**src/rtl/alu_req_scheduler.sv**
```systemverilog
// Two-port round-robin front end for one shared combinational ALU: registers the granted
// command onto the ALU inputs, waits SETTLE_CYCLES, then returns the result tagged with the port id.
module alu_req_scheduler #(
    parameter int DATA_WIDTH    = 32,
    parameter int OPRN_WIDTH    = 6,
    parameter int SETTLE_CYCLES = 1
) (
    input  logic                  CLK,
    input  logic                  RST,
    input  logic                  req0_valid,
    output logic                  req0_ready,
    input  logic [DATA_WIDTH-1:0] req0_op1,
    input  logic [DATA_WIDTH-1:0] req0_op2,
    input  logic [OPRN_WIDTH-1:0] req0_oprn,
    input  logic                  req1_valid,
    output logic                  req1_ready,
    input  logic [DATA_WIDTH-1:0] req1_op1,
    input  logic [DATA_WIDTH-1:0] req1_op2,
    input  logic [OPRN_WIDTH-1:0] req1_oprn,
    output logic [DATA_WIDTH-1:0] alu_op1,
    output logic [DATA_WIDTH-1:0] alu_op2,
    output logic [OPRN_WIDTH-1:0] alu_oprn,
    input  logic [DATA_WIDTH-1:0] alu_result,
    output logic                  rsp_valid,
    input  logic                  rsp_ready,
    output logic [DATA_WIDTH-1:0] rsp_result,
    output logic                  rsp_id,
    output logic                  rsp_err
);

    localparam int CNT_W = $clog2(SETTLE_CYCLES + 1);
    localparam logic [CNT_W-1:0] SETTLE_LAST = CNT_W'(SETTLE_CYCLES);

    typedef enum logic [1:0] {
        ST_IDLE = 2'd0,
        ST_EXEC = 2'd1,
        ST_RESP = 2'd2
    } state_e;

    state_e                state_q, state_d;
    logic                  rr_q, rr_d;
    logic [CNT_W-1:0]      cnt_q, cnt_d;
    logic [DATA_WIDTH-1:0] alu_op1_q, alu_op1_d;
    logic [DATA_WIDTH-1:0] alu_op2_q, alu_op2_d;
    logic [OPRN_WIDTH-1:0] alu_oprn_q, alu_oprn_d;
    logic [DATA_WIDTH-1:0] rsp_result_q, rsp_result_d;
    logic                  rsp_id_q, rsp_id_d;
    logic                  rsp_err_q, rsp_err_d;

    logic                  grant0, grant1;
    logic [DATA_WIDTH-1:0] sel_op1, sel_op2;
    logic [OPRN_WIDTH-1:0] sel_oprn;
    logic                  sel_legal;

    always_comb begin
        // rr_q names the port that wins when both requesters are valid
        grant1     = req1_valid & (~req0_valid | rr_q);
        grant0     = req0_valid & ~grant1;
        req0_ready = (state_q == ST_IDLE) & grant0;
        req1_ready = (state_q == ST_IDLE) & grant1;

        sel_op1   = grant1 ? req1_op1  : req0_op1;
        sel_op2   = grant1 ? req1_op2  : req0_op2;
        sel_oprn  = grant1 ? req1_oprn : req0_oprn;
        sel_legal = (sel_oprn >= OPRN_WIDTH'(1)) && (sel_oprn <= OPRN_WIDTH'(9));

        state_d      = state_q;
        rr_d         = rr_q;
        cnt_d        = cnt_q;
        alu_op1_d    = alu_op1_q;
        alu_op2_d    = alu_op2_q;
        alu_oprn_d   = alu_oprn_q;
        rsp_result_d = rsp_result_q;
        rsp_id_d     = rsp_id_q;
        rsp_err_d    = rsp_err_q;

        case (state_q)
            ST_IDLE: begin
                if (grant0 | grant1) begin
                    rsp_id_d = grant1;
                    if (sel_legal) begin
                        alu_op1_d  = sel_op1;
                        alu_op2_d  = sel_op2;
                        alu_oprn_d = sel_oprn;
                        cnt_d      = CNT_W'(1);
                        state_d    = ST_EXEC;
                    end else begin
                        // ALU inputs stay on the last legal command so it sees no toggles
                        rsp_result_d = '0;
                        rsp_err_d    = 1'b1;
                        state_d      = ST_RESP;
                    end
                end
            end
            ST_EXEC: begin
                if (cnt_q == SETTLE_LAST) begin
                    rsp_result_d = alu_result;
                    rsp_err_d    = 1'b0;
                    cnt_d        = '0;
                    state_d      = ST_RESP;
                end else begin
                    cnt_d = cnt_q + CNT_W'(1);
                end
            end
            ST_RESP: begin
                if (rsp_ready) begin
                    rr_d    = ~rsp_id_q;
                    state_d = ST_IDLE;
                end
            end
            default: state_d = ST_IDLE;
        endcase
    end

    always_ff @(posedge CLK) begin
        if (RST) begin
            state_q      <= ST_IDLE;
            rr_q         <= 1'b0;
            cnt_q        <= '0;
            alu_op1_q    <= '0;
            alu_op2_q    <= '0;
            alu_oprn_q   <= '0;
            rsp_result_q <= '0;
            rsp_id_q     <= 1'b0;
            rsp_err_q    <= 1'b0;
        end else begin
            state_q      <= state_d;
            rr_q         <= rr_d;
            cnt_q        <= cnt_d;
            alu_op1_q    <= alu_op1_d;
            alu_op2_q    <= alu_op2_d;
            alu_oprn_q   <= alu_oprn_d;
            rsp_result_q <= rsp_result_d;
            rsp_id_q     <= rsp_id_d;
            rsp_err_q    <= rsp_err_d;
        end
    end

    assign alu_op1    = alu_op1_q;
    assign alu_op2    = alu_op2_q;
    assign alu_oprn   = alu_oprn_q;
    assign rsp_valid  = (state_q == ST_RESP);
    assign rsp_result = rsp_result_q;
    assign rsp_id     = rsp_id_q;
    assign rsp_err    = rsp_err_q;

endmodule

```
**config.mk**
```make
export PLATFORM = sky130hd
export DESIGN_NAME = alu_req_scheduler
export DESIGN_NICKNAME = d
export VERILOG_FILES = /design/src/rtl/alu_req_scheduler.sv
export SDC_FILE = /design/constraint.sdc
export NUM_CORES = 1
export LEC_CHECK = 0
export ABC_AREA = 1
export CELL_PAD_IN_SITES_DETAIL_PLACEMENT = 1
export CELL_PAD_IN_SITES_GLOBAL_PLACEMENT = 1
export CORE_UTILIZATION = 28
export DETAILED_ROUTE_END_ITERATION = 12
export PLACE_DENSITY_LB_ADDON = 0.08
export SETUP_SLACK_MARGIN = 0.5
export SYNTH_ARGS = -nofsm -noshare
export SYNTH_HDL_FRONTEND = slang
export SYNTH_SLANG_ARGS = --single-unit
export TNS_END_PERCENT = 30
```
**constraint.sdc**
```tcl
create_clock -name CLK -period 5 [get_ports CLK]
set_input_delay 0.75 -clock CLK [delete_from_list [all_inputs] [get_ports CLK]]
set_output_delay 0.75 -clock CLK [all_outputs]
set_load 0.05 [all_outputs]
```
Word-level counts from Yosys, hierarchy flattened
Cells that the tools add are included.

word-level totals
  register bits = 108
  bits of input ports = 177
  output and inout port bits = 107
  word-level logic and storage cells = 57

operators by class
  add/sub/neg operators = 1
  $lt $le $gt $ge = 2
  eq/ne operators = 7
  muxes and demuxes = 20
  bitwise gates (word level) = 9
  reduce and logical (&&, ||, !) cells = 9

operators with widths
  kind                 number
  $mux 32              5
  $pmux 32 s2          1
  $reduce_and 3->1     3
  $mux 2               4
  $ge 6x1->1 const B   1
  $le 6x4->1 const B   1
  $mux 1               6
  $mux 6               1
  $ne 2x2->1 const B   3
  $pmux 2 s3           1
  $and 1x1->1          4
  $ne 2x1->1 const B   2
  $pmux 1 s2           2
  $reduce_and 2->1     2
  $reduce_and 4->1     1
  $not 1->1            3
  $eq 2x1->1 const B   1
  $eq 2x2->1 const B   1
  $logic_not 2->1      1
  $or 1x1->1           2
  $reduce_bool 2->1    1
  $add 1x1->1 const B  1
  $logic_and 1x1->1    1

Longest topological paths before layout
  word-level depth = 9
  depth in mapped cells = 14
  mapped depth without buffers = 12

Worst setup path after synthesis
OpenSTA, ideal clock, no wires.

  path kind = in2out
  from = in req1_valid
  to = out req1_ready
  data arrival time = 2.404 ns
  required time = 4.250 ns
  setup slack = 1.846 ns
  stages on the path = 5
  buffers on the path = 3
  cell sequence = buf_2 -> nand2_2 -> buf_6 -> clkbuf_1 -> nor3_1

between the ends
  cells in the longest elaborated chain, start to end = 2

RTL lines
  element             RTL line  source
  start: declaration  15        input logic req1_valid,
  $and 1x1->1         57        grant1 = req1_valid & (~req0_valid | rr_q);
  $and 1x1->1         60        req1_ready = (state_q == ST_IDLE) & grant1;
  end: declaration    16        output logic req1_ready,

No other way between the ends.

Worst setup path in the final report
Same ends and word-level chain as after synthesis.

==> run summary <==
Most common cell after layout, fill and taps aside: nand2_1
Most frequent cells in the layout: nand2_1, clkdlybuf4s50_1, nor2_1
Final core occ: 45.6%
Fmax achieved: 278 MHz
Net Sw Frac: 36.3%
Leak Pwr: 4.33 nW
CP endpoint kind: primary output
Min Hold Slack: 0.447 ns
Global placer's final weighted congestion: 0.734
Number of DRC markers in iteration 0: 207
Drt wl/cell: 13.0 um
Hold Vio Cnt, Final: 0
Clk pin slew, worst setup/hold paths: 0.07 ns
Netlist cell types: 22
Core box area: 19,400 sq um
Worst skew pair latency: 0.35 ns
Seq/Total Area, Yosys: 39.1%
Via/cell ratio: 4.28
Fillers: 2,576
Final setup fails: 0
Critical path startpoint category: primary input
Ant. Diodes: 0
Post-CTS Setup Bufs: 0
Clk buf depth: 2
CTS H-tree lvls: 3
Total power draw: 0.00277 W
Cell mode on critical path: clkdlybuf4s50_1
Hold Crit Class: flip-flop to flip-flop
Avg Cell Area, Syn: 5.79 sq um
Final ANT Viol Nets: 0
MaxCap Viol Count: 0
Detailed placer's ending HPWL: 13,700 um
Post-CTS resize count: 0
Layout cells sized above 1: 3.06%
Post-synthesis cell area: 5530 sq um
Power Density: 313 nW/um^2
Final Cycle Share: 71.9%
Largest net degree at the start of global routing: 65
DR pass1 iterations: 5
DIE AREA: 20,300 sq um
Slowest stage cell, crit path: clkdlybuf4s50_1
Worst vdd ir: 158 uV
Setup WS post-layout: 1.40 ns
Measured slew at the worst slew-check pin: 0.850 ns
Drt total wl: 19,100 um
Slew Viols, Final: 0
Synth Register Bits: 108
Internal Power: 0.00176 W
P_sw: 0.00101 W
Via count: 6,305
Floorplan die width: 142 um
Post-cts hold buffer count: 0
Buffer and inverter count on the worst path: 2
Logic pwr share: 36.1%
Aggregate global routing overflow: 0
CP max stage delay: 0.86 ns
Initial core utilization: 28.5%
Clock Tree Root: clkbuf_16
Largest driver fanout on the critical path: 13
Part of the power in registers: 35.6%
CP top delay family: buffers and inverters
Final nets: 1,380
Post-route setup TNS: 0 ns
Mapped Nets: 1,132
PortBufs: 283
Clk pwr share: 28.4%
Tmin final: 3.60 ns
Layout area overhead: 60.2%
Number of global-route vias before repair: 6,103
Num CTS Buffers: 9
Die height: 142 um
Row cnt: 51
CTS tree: built
First-pass GRT wire length: 30,200 um
# DRC: 0
Yosys warning count: 0
Critical setup path kind: primary input to primary output
Slew HR: 43.3%
Antenna violations before repair: 0
Worst Path Required: 4.25 ns
Worst Clk Skew: 0.00666 ns
Synthesized instance count: 955
RSZ-0062 raised after global routing: no
Status: complete, no violations
Critical-path cell list: clkdlybuf4s50_1, nand2_2, nor3_1, clkdlybuf4s50_1
GRT Total Usage: 18.9%
CP Data Arrival Time: 2.85 ns
DP Worst Slack: 1.26 ns
IO Count: 284
Clock sinks: 108
through the flow:
step                      cells  cell area [sq um]
after detailed placement   1457               8540
after global routing       1473               8850
after floorplan             955               5530
final                      1473               8850
after global placement     1457               8540
after CTS                  1473               8850
worst reg2reg max path, cell delays in order, from the launching register on:
cell	delay, ns
dfxtp_1	0.30
inv_1	0.08
nand2_2	0.13
nand2_2	0.25
nand2_1	0.08
nand2_1	0.16
nor2_1	0.08
nand2_1	0.15
nand4_4	0.66
buf_4	0.52
nand2_1	0.09
nand2_1	0.05
nor2_1	0.12
power by group through the flow:
stage               sequential (W)  clock (W)  combinational (W)
floorplan                  0.00128          0           0.000347
global placement           0.00100          0            0.00100
detailed placement         0.00101          0            0.00101
CTS                       0.000987   0.000816            0.00102
global route              0.000996   0.000848            0.00109
finish                    0.000985   0.000786            0.00100
state kept, by name, summed over array words and instances (netlist names), 2 cells and up:
name	flops
alu_op1	32
alu_oprn	6
alu_op2	32
rsp_result	32
state_q	2
synth_stat cells:
master      n  area (sq um)
nand2_2     3          18.8
nand3_1    33           165
inv_2       3          11.3
buf_6       4          45.0
nand4_2     2          25.0
nand2_1   417          1570
a21oi_1    28           140
nand3b_1    2          15.0
a21oi_2     1          8.76
inv_1      97           364
a211oi_2    1          12.5
o21ai_0     3          15.0
buf_1       3          11.3
buf_2       8          40.0
dfxtp_1   108          2160
buf_4       1          7.51
clkbuf_2    1          5.00
nor3_1      1          5.00
clkbuf_1   38           143
nor2_1    196           736
nor2_2      2          12.5
nand4_1     3          18.8
kinds of logic (layout without fill, tap and decap cells):
group           after synthesis  after routing  synth area share [%]
simple gates                659            659                  46.3
buf+inv                     155            408                  11.3
flops                       108            108                  39.1
compound gates               33             33                  3.19
path summary, 6_finish.rpt:
check | startpoint | endpoint | slack, ns | cells past startpoint
worst min register to register | alu_oprn[4] | alu_oprn[4] | 0.45 | 2
worst max-delay path | req1_valid | req1_ready | 1.40 | 4
worst max register to register | rr_q | alu_op2[26] | 2.28 | 12
worst min-delay path | alu_oprn[4] | alu_oprn[4] | 0.45 | 2
area by class of cell:
type	count	area (sq um)	share of cell area [%]
repair buffers	292	2910	32.9
flip-flops and latches	108	2160	24.4
clock inverters	7	91.3	1.03
well taps	265	332	3.75
multi-input cells	692	2750	31.1
clock buffers	9	225	2.54
inverters	100	377	4.25
per-layer routing:
metal	share of wire (%)	up-vias	GRT usage [%]	routed length [um]
met2	48	159	33.2	9140
met3	7.9	14	6.29	1520
met5	0	-	0	0
met1	43	2829	21.8	8280
met4	0.98	0	4.75	187
li1	-	3303	-	-
No activity file was read; power rests on OpenSTA's default activity.
